<file path="src/rtl/gfx_mem_pkg.sv">
// Shared definitions for the frame-buffer memory arbiter.
//   OP_WR / OP_RD  : requester operation encodings
//   arb_state_e    : arbiter state encodings
//   FB_ROW_STRIDE  : frame-buffer row stride in words
package gfx_mem_pkg;

  localparam logic OP_WR = 1'b0;
  localparam logic OP_RD = 1'b1;

  typedef enum logic {
    ARB_IDLE  = 1'b0,
    ARB_GRANT = 1'b1
  } arb_state_e;

  localparam int FB_ROW_STRIDE = 240;

endpackage

</file>
<file path="src/rtl/gfx_rd_tag_fifo.sv">
// Outstanding-read tag FIFO: remembers which requester issued each read so
// returning data can be steered back to it.
//   clk, rst_        : clock, synchronous active-low reset (control only)
//   push, push_tag   : enqueue a requester index (ignored when full)
//   pop, pop_tag     : dequeue; pop_tag shows the head entry combinationally
//   full, empty      : registered occupancy flags
module gfx_rd_tag_fifo
  import gfx_mem_pkg::*;
#(
  parameter int DEPTH = 4,
  parameter int TAG_W = 2
) (
  input  logic             clk,
  input  logic             rst_,
  input  logic             push,
  input  logic [TAG_W-1:0] push_tag,
  input  logic             pop,
  output logic [TAG_W-1:0] pop_tag,
  output logic             full,
  output logic             empty
);

  localparam int PTR_W = (DEPTH > 1) ? $clog2(DEPTH) : 1;

  logic [TAG_W-1:0] mem_q [DEPTH];
  logic [TAG_W-1:0] mem_d [DEPTH];
  logic [PTR_W-1:0] wr_ptr_q, wr_ptr_d;
  logic [PTR_W-1:0] rd_ptr_q, rd_ptr_d;
  logic [PTR_W:0]   count_q, count_d;
  logic             push_ok, pop_ok;

  assign full    = (count_q == (PTR_W+1)'(DEPTH));
  assign empty   = (count_q == '0);
  assign pop_tag = mem_q[rd_ptr_q];
  assign push_ok = push & ~full;
  assign pop_ok  = pop & ~empty;

  // Pointers wrap naturally because DEPTH is a power of two.
  always_comb begin
    mem_d    = mem_q;
    wr_ptr_d = wr_ptr_q;
    rd_ptr_d = rd_ptr_q;
    count_d  = count_q;
    if (push_ok) begin
      mem_d[wr_ptr_q] = push_tag;
      wr_ptr_d        = wr_ptr_q + 1'b1;
    end
    if (pop_ok) begin
      rd_ptr_d = rd_ptr_q + 1'b1;
    end
    case ({push_ok, pop_ok})
      2'b10:   count_d = count_q + 1'b1;
      2'b01:   count_d = count_q - 1'b1;
      default: count_d = count_q;
    endcase
  end

  always_ff @(posedge clk) begin
    if (!rst_) begin
      wr_ptr_q <= '0;
      rd_ptr_q <= '0;
      count_q  <= '0;
    end else begin
      wr_ptr_q <= wr_ptr_d;
      rd_ptr_q <= rd_ptr_d;
      count_q  <= count_d;
    end
  end

  // Tag storage carries no reset; occupancy is tracked by count_q.
  always_ff @(posedge clk) begin
    mem_q <= mem_d;
  end

endmodule

</file>
<file path="src/rtl/gfx_mem_arbiter.sv">
// Round-robin, burst-locked arbiter sharing one frame-buffer memory port
// among N_REQ drawing engines, with read data broadcast back by tag.
//   clk, rst_                 : clock, synchronous active-low reset
//   req_rts/rtr/wben/addr/data/op : per-requester request interface
//   bcast_data, bcast_xfc     : shared read data + one-hot owner strobe
//   mem_out_*/mem_in_rtr      : request interface towards memory
//   mem_in_rd_vld/rd_data     : read data returning from memory
//   err_spurious_rd           : sticky, read data arrived with no tag
module gfx_mem_arbiter
  import gfx_mem_pkg::*;
#(
  parameter int N_REQ     = 4,
  parameter int MAX_BURST = 256,
  parameter int RD_DEPTH  = 4
) (
  input  logic                  clk,
  input  logic                  rst_,
  input  logic [N_REQ-1:0]      req_rts,
  output logic [N_REQ-1:0]      req_rtr,
  input  logic [4*N_REQ-1:0]    req_wben,
  input  logic [16*N_REQ-1:0]   req_addr,
  input  logic [32*N_REQ-1:0]   req_data,
  input  logic [N_REQ-1:0]      req_op,
  output logic [31:0]           bcast_data,
  output logic [N_REQ-1:0]      bcast_xfc,
  output logic                  mem_out_rts,
  input  logic                  mem_in_rtr,
  output logic [3:0]            mem_out_wben,
  output logic [15:0]           mem_out_addr,
  output logic [31:0]           mem_out_data,
  output logic                  mem_out_op,
  input  logic                  mem_in_rd_vld,
  input  logic [31:0]           mem_in_rd_data,
  output logic                  err_spurious_rd
);

  localparam int GW = $clog2(N_REQ);
  localparam int BW = $clog2(MAX_BURST) + 1;

  arb_state_e      state_q, state_d;
  logic [GW-1:0]   grant_idx_q, grant_idx_d;
  logic [GW-1:0]   rr_ptr_q, rr_ptr_d;
  logic [BW-1:0]   beat_cnt_q, beat_cnt_d;
  logic            err_q, err_d;

  logic            in_grant, block, xfc, tag_push, tag_pop;
  logic            tag_full, tag_empty;
  logic [GW-1:0]   pop_tag;
  logic            sel_found;
  logic [GW-1:0]   sel_idx;
  int              g;

  function automatic logic [GW-1:0] next_idx(input logic [GW-1:0] idx);
    if (int'(idx) == N_REQ - 1) return '0;
    return idx + 1'b1;
  endfunction

  assign g = int'(grant_idx_q);

  // First pending requester at or above rr_ptr, wrapping around.
  always_comb begin
    int idx;
    idx       = 0;
    sel_found = 1'b0;
    sel_idx   = '0;
    for (int k = 0; k < N_REQ; k++) begin
      idx = int'(rr_ptr_q) + k;
      if (idx >= N_REQ) idx = idx - N_REQ;
      if (!sel_found && req_rts[idx]) begin
        sel_found = 1'b1;
        sel_idx   = GW'(idx);
      end
    end
  end

  // Reads stall on the registered full flag even if a pop frees a slot now.
  assign in_grant = (state_q == ARB_GRANT);
  assign block    = in_grant & (req_op[g] == OP_RD) & tag_full;
  assign mem_out_rts  = in_grant & req_rts[g] & ~block;
  assign mem_out_wben = in_grant ? req_wben[4*g +: 4]   : '0;
  assign mem_out_addr = in_grant ? req_addr[16*g +: 16] : '0;
  assign mem_out_data = in_grant ? req_data[32*g +: 32] : '0;
  assign mem_out_op   = in_grant ? req_op[g]            : 1'b0;
  assign req_rtr      = (in_grant & mem_in_rtr & ~block) ? (N_REQ'(1) << grant_idx_q) : '0;
  assign xfc          = mem_out_rts & mem_in_rtr;

  assign tag_push   = xfc & (mem_out_op == OP_RD);
  assign tag_pop    = mem_in_rd_vld & ~tag_empty;
  assign bcast_data = tag_pop ? mem_in_rd_data : '0;
  assign bcast_xfc  = tag_pop ? (N_REQ'(1) << pop_tag) : '0;
  assign err_spurious_rd = err_q;

  gfx_rd_tag_fifo #(
    .DEPTH (RD_DEPTH),
    .TAG_W (GW)
  ) u_tag_fifo (
    .clk      (clk),
    .rst_     (rst_),
    .push     (tag_push),
    .push_tag (grant_idx_q),
    .pop      (tag_pop),
    .pop_tag  (pop_tag),
    .full     (tag_full),
    .empty    (tag_empty)
  );

  always_comb begin
    state_d     = state_q;
    grant_idx_d = grant_idx_q;
    rr_ptr_d    = rr_ptr_q;
    beat_cnt_d  = beat_cnt_q;
    err_d       = err_q | (mem_in_rd_vld & tag_empty);
    case (state_q)
      ARB_IDLE: begin
        if (sel_found) begin
          state_d     = ARB_GRANT;
          grant_idx_d = sel_idx;
          beat_cnt_d  = '0;
        end
      end
      ARB_GRANT: begin
        if (xfc) beat_cnt_d = beat_cnt_q + 1'b1;
        // Hand the pointer past the releasing requester so it queues behind others.
        if (!req_rts[g] || (xfc && beat_cnt_q == BW'(MAX_BURST - 1))) begin
          state_d  = ARB_IDLE;
          rr_ptr_d = next_idx(grant_idx_q);
        end
      end
      default: state_d = ARB_IDLE;
    endcase
  end

  always_ff @(posedge clk) begin
    if (!rst_) begin
      state_q     <= ARB_IDLE;
      grant_idx_q <= '0;
      rr_ptr_q    <= '0;
      beat_cnt_q  <= '0;
      err_q       <= 1'b0;
    end else begin
      state_q     <= state_d;
      grant_idx_q <= grant_idx_d;
      rr_ptr_q    <= rr_ptr_d;
      beat_cnt_q  <= beat_cnt_d;
      err_q       <= err_d;
    end
  end

endmodule

</file>
<file path="config.mk">
export PLATFORM = sky130hd
export DESIGN_NAME = gfx_mem_arbiter
export DESIGN_NICKNAME = d
export VERILOG_FILES = /design/src/rtl/gfx_mem_pkg.sv /design/src/rtl/gfx_rd_tag_fifo.sv /design/src/rtl/gfx_mem_arbiter.sv
export SDC_FILE = /design/constraint.sdc
export NUM_CORES = 1
export LEC_CHECK = 0
export CAP_MARGIN = 20
export CORE_AREA = 4 4 133 135
export DETAILED_ROUTE_END_ITERATION = 10
export DIE_AREA = 0 0 137 139
export HOLD_SLACK_MARGIN = 0.12
export PLACE_DENSITY = 0.73
export SETUP_SLACK_MARGIN = 0.02
export SLEW_MARGIN = 10
export SYNTH_ARGS = -nofsm -noshare
export SYNTH_HDL_FRONTEND = slang
export SYNTH_SLANG_ARGS = --single-unit
</file>
<file path="constraint.sdc">
create_clock -name clk -period 2.4 [get_ports clk]
set_input_delay 0.36 -clock clk [delete_from_list [all_inputs] [get_ports clk]]
set_output_delay 0.36 -clock clk [all_outputs]
set_load 0.02 [all_outputs]
</file>
==> flow_results.org, run 1 <==
** Routing
- The final layout contains routed wiring with a total length of 17.5 mm.
- Across all layers, the routed design uses 4,168 vias.
- After detailed routing, the number of vias per cell comes to approximately 4.5.
- First-pass detailed-route iteration total :: 6
- The count of nets left with antenna violations once routing finished came out at 0.
- After the first detailed-routing iteration, the DRC count stood at 116.
- In the final routed layout, each cell accounts on average for 18.9 um.
- For this run, design rule violations remaining after detail routing come to 0.

** Synth
- The cell count after synthesis came out at 335.
- Number of flip-flops and latches in the synthesized netlist :: 30
- For this run, the number of Yosys warnings is 0.
- List of most frequent post-synthesis cells :: 95 x sky130_fd_sc_hd__and2_1, 56 x sky130_fd_sc_hd__mux4_2, 22 x sky130_fd_sc_hd__dfxtp_1, 17 x sky130_fd_sc_hd__clkbuf_1
- Sequential elements use 19.6% of the synthesized area.
- Cell with the most instances after synthesis :: sky130_fd_sc_hd__and2_1
- Among all flip-flop cells after synthesis, the most frequent one is sky130_fd_sc_hd__dfxtp_1.
- The number of nets in the synthesized netlist is 599.
- Summed instance area of the synthesized netlist :: 3470 um^2
- The netlist uses 40 different library cells.
- Average cell area after synthesis :: ~10 um^2
- In the synthesized netlist the async set-or-reset flop fraction comes to 0%.
- Of all cell types, the one taking the most synthesized area is sky130_fd_sc_hd__mux4_2.
- Main area contributors after synthesis :: sky130_fd_sc_hd__mux4_2 36%, sky130_fd_sc_hd__and2_1 17%, sky130_fd_sc_hd__dfxtp_1 13%
- Area share of the leading cell type in the synthesized netlist :: 36.4%
- Counting flops with a built-in enable in the synthesized netlist gives 8.

** Worst setup path
- Endpoint of the worst register-to-register path :: u_tag_fifo.count_q[2]$_SDFFE_PN0P_
- Largest fanout on the critical path :: 4
- Slowest stage cell, crit path :: sky130_fd_sc_hd__mux4_2
- Required time of the critical path :: 2.04 ns
- The number of buffers and inverters on the critical path is 3.
- Count of cells along the worst register-to-register path :: 9
- Element type at the critical path end :: output pin
- The kind of cell with the highest combined delay along the critical path is buffers and inverters.
- The worst setup path is launched from an input pin.
- STA puts the critical path data arrival time at about 2.1 ns.
- Traced cell by cell, the critical path runs through clkdlybuf4s50_1, mux4_2, a31oi_2, buf_4, and2_1, clkdlybuf4s15_2.
- In this run the register-to-register setup slack is -0.04 ns.
- Startpoint-to-endpoint class of the critical path :: in2out
- The worst register-to-register path begins at grant_idx_q[0]$_SDFFE_PN0P_.
- Largest stage delay on the critical path :: between 0.5 and 0.6 ns

** Timing
- RSZ-0062 raised after global routing :: yes
- Across all hold checks on the routed design, the worst slack comes to between 0.4 and 0.5 ns.
- The number of max-slew violations in the final report came to 0.
- Slew Limit Headroom :: 77.5%
- Subtracting the final worst setup slack from the clock period gives 2.49 ns.
- Final-report hold violation count :: 0
- Setup violations remaining at the end of the flow were counted as 5.
- Actual slew at the worst max-slew pin :: about 0.33 ns
- Worst-case setup margin in the final layout :: -0.0868 ns
- For the final database, setup skew stands at roughly 0.0045 ns.
- Highest achievable clock rate :: 402 MHz
- Final period util :: 104%

** Hold path
- In this run the most critical hold path is launched from err_spurious_rd$_SDFF_PN0_.
- The path class of the tightest hold or removal check is reg2reg.
- The path with the worst hold slack has its endpoint at err_spurious_rd$_SDFF_PN0_.
- Counting instances, the worst hold path has a depth of 2.

** Place
- Once placement completed, the tool counted placed cells totaling 913.
- Routability-driven placement finished with a final weighted congestion of 0.882.
- Detailed placement finished with a half-perimeter wire length of 15.1 mm.
- Quantity of I/O buffers inserted on ports :: 346

** Clock tree
- TritonCTS built the clock tree.
- Clock buffers created by TritonCTS :: 5
- For this design, the sink count on the clock tree is 30.
- In this run the number of H-tree levels came out at 2.
- Root Driver :: sky130_fd_sc_hd__clkbuf_16
- For the worst-skew pair, the clock arrives at the later sink with an insertion delay of 0.27 ns.
- Clock input transition at the sequential cells of the worst setup and hold paths :: ~0.050 ns
- No sink is reached through more buffers than the 2 on the longest clock path.

** Floorplan
- Ports :: 347
- Core area :: 16,500 um^2
- The floorplan step defined a die boundary enclosing 19,000 um^2.
- The initialized floorplan defines 47 standard-cell rows.
- Once the floorplan was initialized, standard cells occupied 21.1% of the core.
- Floorplan die height :: 139 um
- Horizontal die dimension :: 137 um

** Status
- Violations in the final reports :: setup timing
- Run status :: complete, but fails checks

** Final layout
- In the final design database the tool counted 970 nets.
- From synthesis to final layout, the design area changed by 115%.
- The number of antenna diodes in the final layout is 0.
- Layout Utilization :: 45.4%
- Cells with a size suffix above 1 make up ~25% of the layout.
- Excluding fillers, the count of instances in the completed layout stands at 927.

** Pwr
- Total Power :: 2550 uW
- VDD sags by at most 0.210 mV.
- Standby leakage power :: 0.00308 uW
- Power density over the cells :: 342 nW/um^2

** GRT
- Global-route wire length before repair :: roughly 25 mm
- Entering global routing, the biggest net connects 37 pins.
- For this run, the total global-route usage over all layers was measured as 17.1%.
- For this run the aggregate overflow at the end of global routing stands at 0.
- The via count of the first global-routing pass was 4,434.
- The number of antenna violations at the first check in global routing came to 0.

** Run
- # Max-Cap Violations :: 0
## tightest hold or removal path: cells and delay by family (launching register included)
family / cells / cell delay [ns]
flops: 1 / 0.32
simple gates: 1 / 0.07
compound gates: 1 / 0.05
## what timing repair did
action,4_1_cts,5_1_grt
endpoints found under the hold margin,0,0
pin swaps,3,0
setup buffers,1,4
hold buffers,0,0
cloned,0,1
gates resized for setup,118,104
setup endpoints to repair,81,65
## routing by layer
| metal | track usage [%] | wire, um | share of wire, % | vias to the layer above |
|---|---|---|---|---|
| li1 | - | - | - | 1986 |
| met1 | 18.7 | 6150 | 35 | 1931 |
| met2 | 30.9 | 9120 | 52 | 218 |
| met3 | 5.95 | 1790 | 10 | 33 |
| met4 | 5.25 | 435 | 2.5 | 0 |
| met5 | 0 | 0 | 0 | - |
## final cells by class
type,count,area (um^2)
clock buffer,8,136
fill,1572,9000
inverter,13,48.8
multi-input combinational,265,2660
sequential,30,688
tap,220,275
timing repair buffer,391,3660
## placed cells by master, fill, tap and decap left out, types with 3 or more instances in the layout
cell type and n:
sky130_fd_sc_hd__a21boi_1 3, sky130_fd_sc_hd__a21oi_1 10, sky130_fd_sc_hd__and2_1 94, sky130_fd_sc_hd__buf_12 6, sky130_fd_sc_hd__buf_2 10, sky130_fd_sc_hd__buf_4 38, sky130_fd_sc_hd__buf_6 3, sky130_fd_sc_hd__clkbuf_1 3
sky130_fd_sc_hd__clkbuf_16 6, sky130_fd_sc_hd__clkbuf_2 38, sky130_fd_sc_hd__clkdlybuf4s15_2 5, sky130_fd_sc_hd__clkdlybuf4s50_1 254, sky130_fd_sc_hd__dfxtp_1 18, sky130_fd_sc_hd__dfxtp_2 3, sky130_fd_sc_hd__dlygate4sd2_1 25, sky130_fd_sc_hd__dlymetal6s2s_1 9
sky130_fd_sc_hd__edfxtp_1 8, sky130_fd_sc_hd__ha_1 10, sky130_fd_sc_hd__inv_1 11, sky130_fd_sc_hd__mux2i_1 4, sky130_fd_sc_hd__mux4_2 56, sky130_fd_sc_hd__nand2_1 16, sky130_fd_sc_hd__nand2b_1 5, sky130_fd_sc_hd__nand3_1 4
sky130_fd_sc_hd__nor2_1 16, sky130_fd_sc_hd__o211ai_1 3, sky130_fd_sc_hd__o31ai_1 4, sky130_fd_sc_hd__or3_1 4, sky130_fd_sc_hd__or4_1 4, sky130_fd_sc_hd__xor2_1 3
## state kept, by name, indices dropped and copies added, names as in the netlist
signal / flops
beat_cnt_q: 9
err_spurious_rd: 1
grant_idx_q: 2
in_grant: 1
rr_ptr_q: 2
u_tag_fifo.count_q: 3
u_tag_fifo.mem_q: 8
u_tag_fifo.rd_ptr_q: 2
u_tag_fifo.wr_ptr_q: 2
## worst max path at each step
stage                           startpoint                            endpoint  slack [ns]  cells past startpoint
6_report                         req_op[3]                          req_rtr[0]       -0.09                      6
5_1_grt                          req_op[3]  u_tag_fifo.count_q[2]$_SDFFE_PN0P_       -0.14                     10
4_1_cts        grant_idx_q[0]$_SDFFE_PN0P_                     mem_out_data[3]       -0.09                      5
2_1_floorplan  grant_idx_q[0]$_SDFFE_PN0P_  u_tag_fifo.count_q[2]$_SDFFE_PN0P_        0.03                      9
3_5_place_dp                     req_op[3]                          req_rtr[0]       -0.46                      6
3_3_place_gp                    req_rts[3]  u_tag_fifo.count_q[2]$_SDFFE_PN0P_       -0.41                     10
## logic make-up (layout without fill, tap and decap cells)
| family | after synthesis | count (layout) | share of synthesized area (%) |
|---|---|---|---|
| mux | 60 | 60 | 37.5 |
| fa+ha+maj | 12 | 12 | 4.55 |
| simple gates | 154 | 154 | 25.6 |
| xor+xnor | 5 | 5 | 1.26 |
| flops | 30 | 30 | 19.6 |
| buf+inv | 40 | 412 | 4.65 |
| compound gates | 34 | 34 | 6.78 |
## through the flow
step | worst slack, ns | TNS [ns] | cell area, um^2
6_report | -0.0868 | -0.354 | 7470
3_5_place_dp | -0.456 | -2.55 | 7460
5_1_grt | -0.139 | -0.746 | 7470
4_1_cts | -0.0940 | -1.18 | 7560
3_3_place_gp | -0.408 | -2.12 | 7460
2_1_floorplan | 0.0270 | 0 | 3480
## power by group
part / switching, uW / total [uW] / internal, uW
Sequential: 26.4 / 567 / 541
Combinational: 560 / 1410 / 849
Clock: 194 / 578 / 383
Note: power is estimated with default switching activity, not from simulation.
==> run 2, diff against run 1 <==
Settings changed: PLACE_DENSITY 0.73 to 0.7.
==> run 2 against run 1 <==
Effect of this change:
- combinational power is essentially flat
- critical endpoint is now u_tag_fifo.count_q[2]$_SDFFE_PN0P_
- clock-buffer cell count shrank 3
- non-clock buffer count shrank 5
- setup slack improved by 0.073 ns
- worst hold slack worse by 0.0023 ns
- highest routed layer unchanged
- largest cell class unchanged
- the run still ends with setup timing left
- sequential cell count did not move
==> flow_results.org, run 2 (synthesized netlist as in run 1, its figures left out) <==
** Timing
- Final-report hold violation count :: 0
- RSZ-0062 raised after global routing :: yes
- The number of max-slew violations in the final report came to 0.
- Final period util :: 101%
- For the final database, setup skew stands at 0.00343 ns.
- Worst-case setup margin in the final layout :: -0.0134 ns
- The routed design could run at a clock period as short as 2.41 ns.
- Actual slew at the worst max-slew pin :: 0.390 ns
- Slew Limit Headroom :: 74.0%
- Setup violations remaining at the end of the flow were counted as 2.
- Derived from the worst setup path, the maximum achievable clock frequency is 414 MHz.

** Final layout
- The register with the most flip-flops in the layout has 9 of them.
- The library cell used most frequently in the layout, excluding fill and tap cells, is sky130_fd_sc_hd__clkdlybuf4s50_1.
- Fraction of final layout cells with drive strength greater than 1 :: 25.4%
- Final instance count without filler cells :: 923
- In the layout the commonest cells are 249 x sky130_fd_sc_hd__clkdlybuf4s50_1, 89 x sky130_fd_sc_hd__and2_1, 56 x sky130_fd_sc_hd__mux4_2, 33 x sky130_fd_sc_hd__buf_4, 30 x sky130_fd_sc_hd__dlygate4sd2_1.
- Final Net Count :: 965
- Final cell area excluding filler cells :: 7560 um^2
- Layout Area Growth over Synthesis :: 118%
- More flip-flops sit in one register than any other, and that register is beat_cnt_q.
- Layout Utilization :: 45.9%
- The largest registers in the layout are beat_cnt_q (9), u_tag_fifo.mem_q (8), u_tag_fifo.count_q (3).

** Hold path
- Startpoint of the tightest hold check path :: err_spurious_rd$_SDFF_PN0_
- The path class of the tightest hold or removal check is reg2reg.
- Number of cells traversed by the worst hold path :: 2
- The worst hold path terminates at err_spurious_rd$_SDFF_PN0_.

** Clock tree
- Clock latency on the worst-skew pair, taken at its later pin, is 0.28 ns.
- Clock buffers created by TritonCTS :: 5
- Root Driver :: sky130_fd_sc_hd__clkbuf_16
- The longest clock path from root to sink contains 2 buffers.
- TritonCTS built the clock tree.
- Sinks on the clock net :: 30
- The H-tree was split into 2 levels.
- Clock-pin slew was measured on the worst setup and hold paths at approximately 0.050 ns.
- Hold repair after CTS inserted 0 buffers.

** Floorplan
- The floorplan has 47 rows.
- The die covers approximately 19,000 um^2.
- Initial Util :: 21.1%
- Horizontal die dimension :: 137 um
- From bottom edge to top edge, the die measures 139 um.
- In this run the standard cell core region covers 16,500 um^2.
- Ports :: approximately 350

** Place
- Placed cell area :: around 7300 um^2
- Pre-CTS setup slack :: -0.552 ns
- Once detailed placement completed, the half-perimeter wirelength came to 15.4 mm.
- Quantity of I/O buffers inserted on ports :: roughly 350
- In this run, placement finished with an instance count of 900.
- At the end of routability-driven placement, the weighted congestion stood at 0.876.

** GRT
- Entering global routing, the biggest net connects 38 pins.
- The first global-routing pass estimated 25.7 mm of wire.
- Antenna violations before repair :: 0
- Global routing used 17.8% of the available tracks.
- Via count of the first global-routing pass :: 4,450
- Global route overflow :: 0

** Pwr
- After layout, the design draws a total of 2600 uW.
- Worst ir drop on vdd :: 0.336 mV
- Power spread over the standard cell area amounts to 344 nW/um^2.
- Standby leakage power :: 0.00313 uW

** Run
- The tool flagged a number of max-cap violations equal to 0.

** Worst setup path
- For the worst setup path, the data required time is 2.61 ns.
- In this run the critical register-to-register path is captured at u_tag_fifo.count_q[2]$_SDFFE_PN0P_.
- Crit path max-delay family :: multiplexers
- Ordered cell list for the critical path :: clkdlybuf4s50_1, mux4_2, o2111a_2, inv_2, ha_4, inv_2, fa_2, xor2_1, or3_1, a21oi_2
- Data arrives at the worst endpoint at between 2 and 3 ns.
- The number of buffers and inverters on the critical path is 3.
- On the worst path, the slowest cell contributes a delay of 0.53 ns.
- Count of cells along the worst register-to-register path :: 9
- Cell occurring most often along the worst timing path :: sky130_fd_sc_hd__inv_2
- Of all nets on the critical path, the largest fanout is 3.
- Element type at the critical path end :: flip-flop
- The worst register-to-register path has a setup slack of -0.01 ns.
- The startpoint identified for the worst register-to-register timing path is grant_idx_q[0]$_SDFFE_PN0P_.
- Slowest stage cell, crit path :: sky130_fd_sc_hd__mux4_2
- Startpoint-to-endpoint class of the critical path :: in2reg
- STA classifies the critical path startpoint as an input pin.

** Status
- The run finished, with violations left.
- Violations in the final reports :: setup timing

** Routing
- The detailed router finished its first iteration with 154 violations.
- Number of routed nets with antenna violations :: 0
- First-pass detailed-route iteration total :: 4
- Detailed-route DRC error count :: 0
- Total routed wirelength :: 18.2 mm
- After detailed routing, the average wire length per cell comes to 19.7 um.
- After detailed routing, the number of vias per cell comes to roughly 4.6.
- Total number of vias :: 4,234
[run 2: worst min-delay path: stages (launching register included)]
cell                      delay, ns
sky130_fd_sc_hd__dfxtp_1       0.32
sky130_fd_sc_hd__a31oi_1       0.04
sky130_fd_sc_hd__nor2_1        0.07
[run 2: power by group]
group	switching, uW	internal, uW	leakage, uW
registers	25.5	540	0.000254
logic	566	871	0.00281
clock network	224	378	0.0000672
[run 2: worst max path at each step]
stage	startpoint	end	slack (ns)	depth (start not counted)
after detailed placement	req_rts[1]	u_tag_fifo.count_q[2]$_SDFFE_PN0P_	-0.55	10
after global placement	req_rts[1]	u_tag_fifo.count_q[2]$_SDFFE_PN0P_	-0.45	10
final	req_op[3]	u_tag_fifo.count_q[2]$_SDFFE_PN0P_	-0.01	10
after CTS	grant_idx_q[0]$_SDFFE_PN0P_	u_tag_fifo.count_q[2]$_SDFFE_PN0P_	-0.04	9
after global routing	grant_idx_q[0]$_SDFFE_PN0P_	u_tag_fifo.count_q[2]$_SDFFE_PN0P_	-0.10	9
after floorplan	grant_idx_q[0]$_SDFFE_PN0P_	u_tag_fifo.count_q[2]$_SDFFE_PN0P_	0.03	9
[run 2: per-layer routing]
metal | wire (um) | vias up | track usage, %
met1 | 6450 | 2021 | 20.1
met3 | 1690 | 22 | 4.32
met4 | 383 | 0 | 4.46
li1 | - | 1979 | -
met5 | 0 | - | 0
met2 | 9650 | 212 | 33.1
[run 2: cell type report]
type,instances,area (um^2)
multi-input cells,265,2680
clock buffers,5,125
fillers,1515,8910
diodes,1,2.50
repair buffers,386,3720
inverters,13,48.8
well taps,220,275
flip-flops and latches,30,688
clock inverters,3,16.3
[run 2: metrics by stage]
step                      hold slack (ns)  setup TNS, ns
after floorplan                     0.447              0
after global placement              0.453          -2.91
after detailed placement            0.463          -3.86
after CTS                           0.474        -0.0378
after global routing                0.506         -0.528
final                               0.469        -0.0137
[run 2: what timing repair did]
| action | in CTS | in global routing |
|---|---|---|
| pin swaps | 2 | 3 |
| cloned | 3 | 1 |
| resized for setup | 209 | 54 |
| setup endpoints to repair | 85 | 48 |
| buffers inserted | 6 | 5 |
==> run 3, diff against run 2 <==
Settings changed: ABC_AREA set to 1, PLACE_DENSITY 0.7 to 0.71.
Clock period 2.4 ns to 2.5 ns, I/O delays scaled along.
==> run 3 against run 2 <==
Effect of this change:
- critical path type is now reg2out
- die area is the same
- critical endpoint is now mem_out_data[16]
- clock skew shrank 0.0018 ns
- the flow now finishes without violations
- sequential power grew 21%
- first-iteration DRC count grew 110%
- global-route usage grew 0.77 points
- setup slack gained 0.13 ns
==> flow_results.org, run 3 <==
** Status
- Run status :: finished clean

** Timing
- Based on the critical path, the design can be clocked at up to 419 MHz.
- RSZ-0062 raised after global routing :: yes
- Final setup violation count :: 0
- The clock period could shrink to 2.39 ns.
- Actual slew at the worst max-slew pin :: ~0.55 ns
- The number of max-slew violations in the final report is 0.
- In this run the tightest slew margin relative to its limit is 63.2%.
- Final period util :: 95.4%
- The number of failing hold endpoints at the final stage is 0.
- Across the routed clock network, the largest skew measured is 0.00159 ns.
- Final total negative setup slack :: 0 ns

** Worst setup path
- At the worst endpoint, the required time is 2.12 ns.
- Startpoint-to-endpoint class of the critical path :: reg2out
- WP buf/inv :: 3
- On the worst path, the slowest cell contributes a delay of 0.62 ns.
- Data arrives at the worst endpoint at 2.01 ns.
- The worst register-to-register path begins at grant_idx_q[0]$_SDFFE_PN0P_.
- Grouping stages by cell kind, the critical path spends the most delay in buffers and inverters.
- Walking the worst path, the cells encountered are inv_4, buf_16, o21ai_0, a21oi_1, clkdlybuf4s50_1.
- The worst setup path is launched from a flip-flop.
- Element type at the critical path end :: output pin
- For this design, the slowest cell found on the critical path is sky130_fd_sc_hd__clkdlybuf4s50_1.
- The critical path starts at grant_idx_q[0]$_SDFFE_PN0P_.
- Of all nets on the critical path, the largest fanout is 64.

** GRT
- Via count of the first global-routing pass :: 5,394
- The total overflow left after global routing is 0.
- Global-route wire length before repair :: 28.4 mm
- For this run, the total global-route usage over all layers was measured as 18.6%.
- The number of antenna violations at the first check in global routing is 0.
- Entering global routing, the biggest net connects 65 pins.

** Synth
- Summed over its instances, the top area cell type makes up 25.0% of the synthesized netlist area.
- Number of flip-flops and latches in the synthesized netlist :: 30
- In this run the cell area of the synthesized design comes to 3980 um^2.
- For this run, the number of Yosys warnings is 0.
- Of all flip-flops after synthesis, the portion carrying an async set or reset was 0%.
- Post-synth EDFFs :: 8
- After technology mapping, the gate count stands at 750.
- Sorting the synthesized cells by area gives the leading types as sky130_fd_sc_hd__nor2_1 25%, sky130_fd_sc_hd__o21ai_0 14%, sky130_fd_sc_hd__dfxtp_1 11%.
- Area leader, netlist :: sky130_fd_sc_hd__nor2_1
- Count of cell types in the netlist :: 36
- Among all cell types in the netlist, the one instantiated most often is sky130_fd_sc_hd__nor2_1.
- Average cell area after synthesis :: 5.31 um^2
- Seq/Total Area, Yosys :: 17.1%
- List of most frequent post-synthesis cells :: 265 x sky130_fd_sc_hd__nor2_1, 108 x sky130_fd_sc_hd__o21ai_0, 75 x sky130_fd_sc_hd__a21oi_1, 70 x sky130_fd_sc_hd__inv_1, 67 x sky130_fd_sc_hd__nand2_1
- Post-Synthesis Net Count :: 1,014
- Top_reg_cell synth :: sky130_fd_sc_hd__dfxtp_1

** Clock tree
- Clock buffers created by TritonCTS :: 5
- For this design, the CTS-stage hold fixing added 0 buffers.
- Later-pin clock latency in the skew report :: 0.28 ns
- TritonCTS clock tree :: done
- Number of H-tree branching levels :: 2
- The clock passes through at most 2 buffers.
- Clock-pin slew was measured on the worst setup and hold paths at roughly 0.05 ns.
- CTS placed an instance of sky130_fd_sc_hd__clkbuf_16 at the clock tree root.
- The tree built by TritonCTS fans out to 30 sinks.

** Pwr
- Power density over the cells :: 712 nW/um^2
- The worst-case IR drop observed on VDD is about 0.36 mV.
- The analysis attributes to cell leakage a power of 0.00368 uW.
- Total Power :: 5650 uW

** Final layout
- 0 antenna diodes ended up in the layout.
- The library cells used most frequently in the layout, excluding fill and tap cells, are 297 x sky130_fd_sc_hd__clkdlybuf4s50_1, 265 x sky130_fd_sc_hd__nor2_1, 108 x sky130_fd_sc_hd__o21ai_0, 75 x sky130_fd_sc_hd__a21oi_1, 70 x sky130_fd_sc_hd__inv_1.
- Largest Register :: beat_cnt_q
- After routing the design area is roughly 8000 um^2.
- Layout Utilization :: 48.2%
- Flip-flop count of the largest register, all copies and words added :: 9
- Layout Area Growth over Synthesis :: 99.4%
- Registers with the most flip-flops :: beat_cnt_q (9), u_tag_fifo.mem_q (8), u_tag_fifo.count_q (3)
- Commonest non-fill, non-tap cell in the layout :: sky130_fd_sc_hd__clkdlybuf4s50_1
- Total of fill cells in the finished design :: 1,674
- The final layout contains 1,336 nets.
- Cells with a size suffix above 1 make up 4.94% of the layout.

** Floorplan
- Cell Rows :: 47
- Measured along the x axis, the die boundary spans approximately 140 um.
- From bottom edge to top edge, the die measures 139 um.
- Initial Util :: 24.2%
- The region available for standard cell placement spans 16,500 um^2.
- In this run the count of I/O pins placed on the die edge is 347.
- Die outline area :: 19,000 um^2

** Routing
- Total routed wirelength :: 18.9 mm
- Total number of vias :: 5,865
- Detailed-route DRC error count :: 0
- The first detailed-routing pass took 5 iterations.
- Number of routed nets with antenna violations :: 0
- DR WL/cell :: ~15 um
- For this block, the initial DRC count from the detailed router was around 330.
- After detailed routing, the number of vias per cell comes to between 4 and 5.

** Run
- # Max-Cap Violations :: 0

** Hold path
- The tightest min-delay check is of the reg2reg type.
- Startpoint of the tightest hold check path :: err_spurious_rd$_SDFF_PN0_

** Place
- Final GP Congestion :: 0.906
- HPWL after detailed placement :: 15.3 mm
- Port buffering added 346 buffers.
- Once placement finished, the instance area stood at 7700 um^2.
[run 3: changes by cell type after synthesis, moves of 51 or more]
cell                      before  now
sky130_fd_sc_hd__o21ai_0       1  108
sky130_fd_sc_hd__inv_1        13   70
sky130_fd_sc_hd__nor2_1       16  265
sky130_fd_sc_hd__nand2_1      16   67
sky130_fd_sc_hd__mux4_2       56    0
sky130_fd_sc_hd__a21oi_1      11   75
sky130_fd_sc_hd__and2_1       95    0
[run 3: metrics by stage]
stage               hold slack, ns  cells  worst slack [ns]
floorplan                    0.457    750             0.235
global placement             0.442   1285           -0.0177
detailed placement           0.442   1285          -0.00157
CTS                          0.450   1293            0.0308
global route                 0.476   1293           0.00842
finish                       0.448   1293             0.114
[run 3: area by class of cell]
type,instances,area (um^2),area share (%)
Timing Repair Buffer,366,3720,46.8
Multi-Input combinational cell,594,2780,35.1
Tap cell,220,275,3.47
Sequential cell,30,686,8.64
Clock inverter,3,63.8,0.804
Clock buffer,5,125,1.58
Inverter,75,284,3.58
[run 3: worst paths after layout]
path	slack [ns]	cells after the start	end
worst max register to register	0.18	13	u_tag_fifo.count_q[2]$_SDFFE_PN0P_
worst max-delay path	0.11	5	mem_out_data[16]
worst min-delay path	0.45	2	err_spurious_rd$_SDFF_PN0_
worst min register to register	0.45	2	err_spurious_rd$_SDFF_PN0_
[run 3: worst register-to-register path, stage by stage (launching register included)]
cell and delay [ns]:
sky130_fd_sc_hd__dfxtp_4 0.39, sky130_fd_sc_hd__buf_16 0.24, sky130_fd_sc_hd__nand2_1 0.10, sky130_fd_sc_hd__nand3_1 0.13, sky130_fd_sc_hd__buf_4 0.13, sky130_fd_sc_hd__a21oi_2 0.06
sky130_fd_sc_hd__nand4_2 0.09, sky130_fd_sc_hd__ha_1 0.14, sky130_fd_sc_hd__inv_1 0.06, sky130_fd_sc_hd__fa_1 0.37, sky130_fd_sc_hd__a21oi_1 0.15, sky130_fd_sc_hd__o21ai_0 0.11
sky130_fd_sc_hd__o21ai_0 0.16, sky130_fd_sc_hd__a21oi_1 0.06
[run 3: routing by layer]
metal  vias up  wire (um)  track usage [%]
met5         -          0                0
met4         0        326             3.57
met3        20       1860             5.66
met2       232       9400             33.2
met1      2580       7350             21.8
li1       3033          -                -
[run 3: repair_timing]
action                                  4_1_cts  5_1_grt
buffers inserted                              0        0
hold endpoints to repair                      0        0
gates resized for setup                      32       23
gates cloned                                  0        0
endpoints found under the setup margin       43       23
pin swaps                                     0        0
[run 3: cells by family after synthesis]
logic type | share of synthesized area [%]
AO/OA/AOI/OAI | 24.8
XOR/XNOR | 0.880
adder cells (fa/ha/maj) | 3.96
buffers and inverters | 13.2
flip-flops | 17.1
AND/OR/NAND/NOR | 40.1
[run 3: power by group]
part	switching, uW	internal [uW]
clock network	211	567
logic	2440	1740
registers	105	579
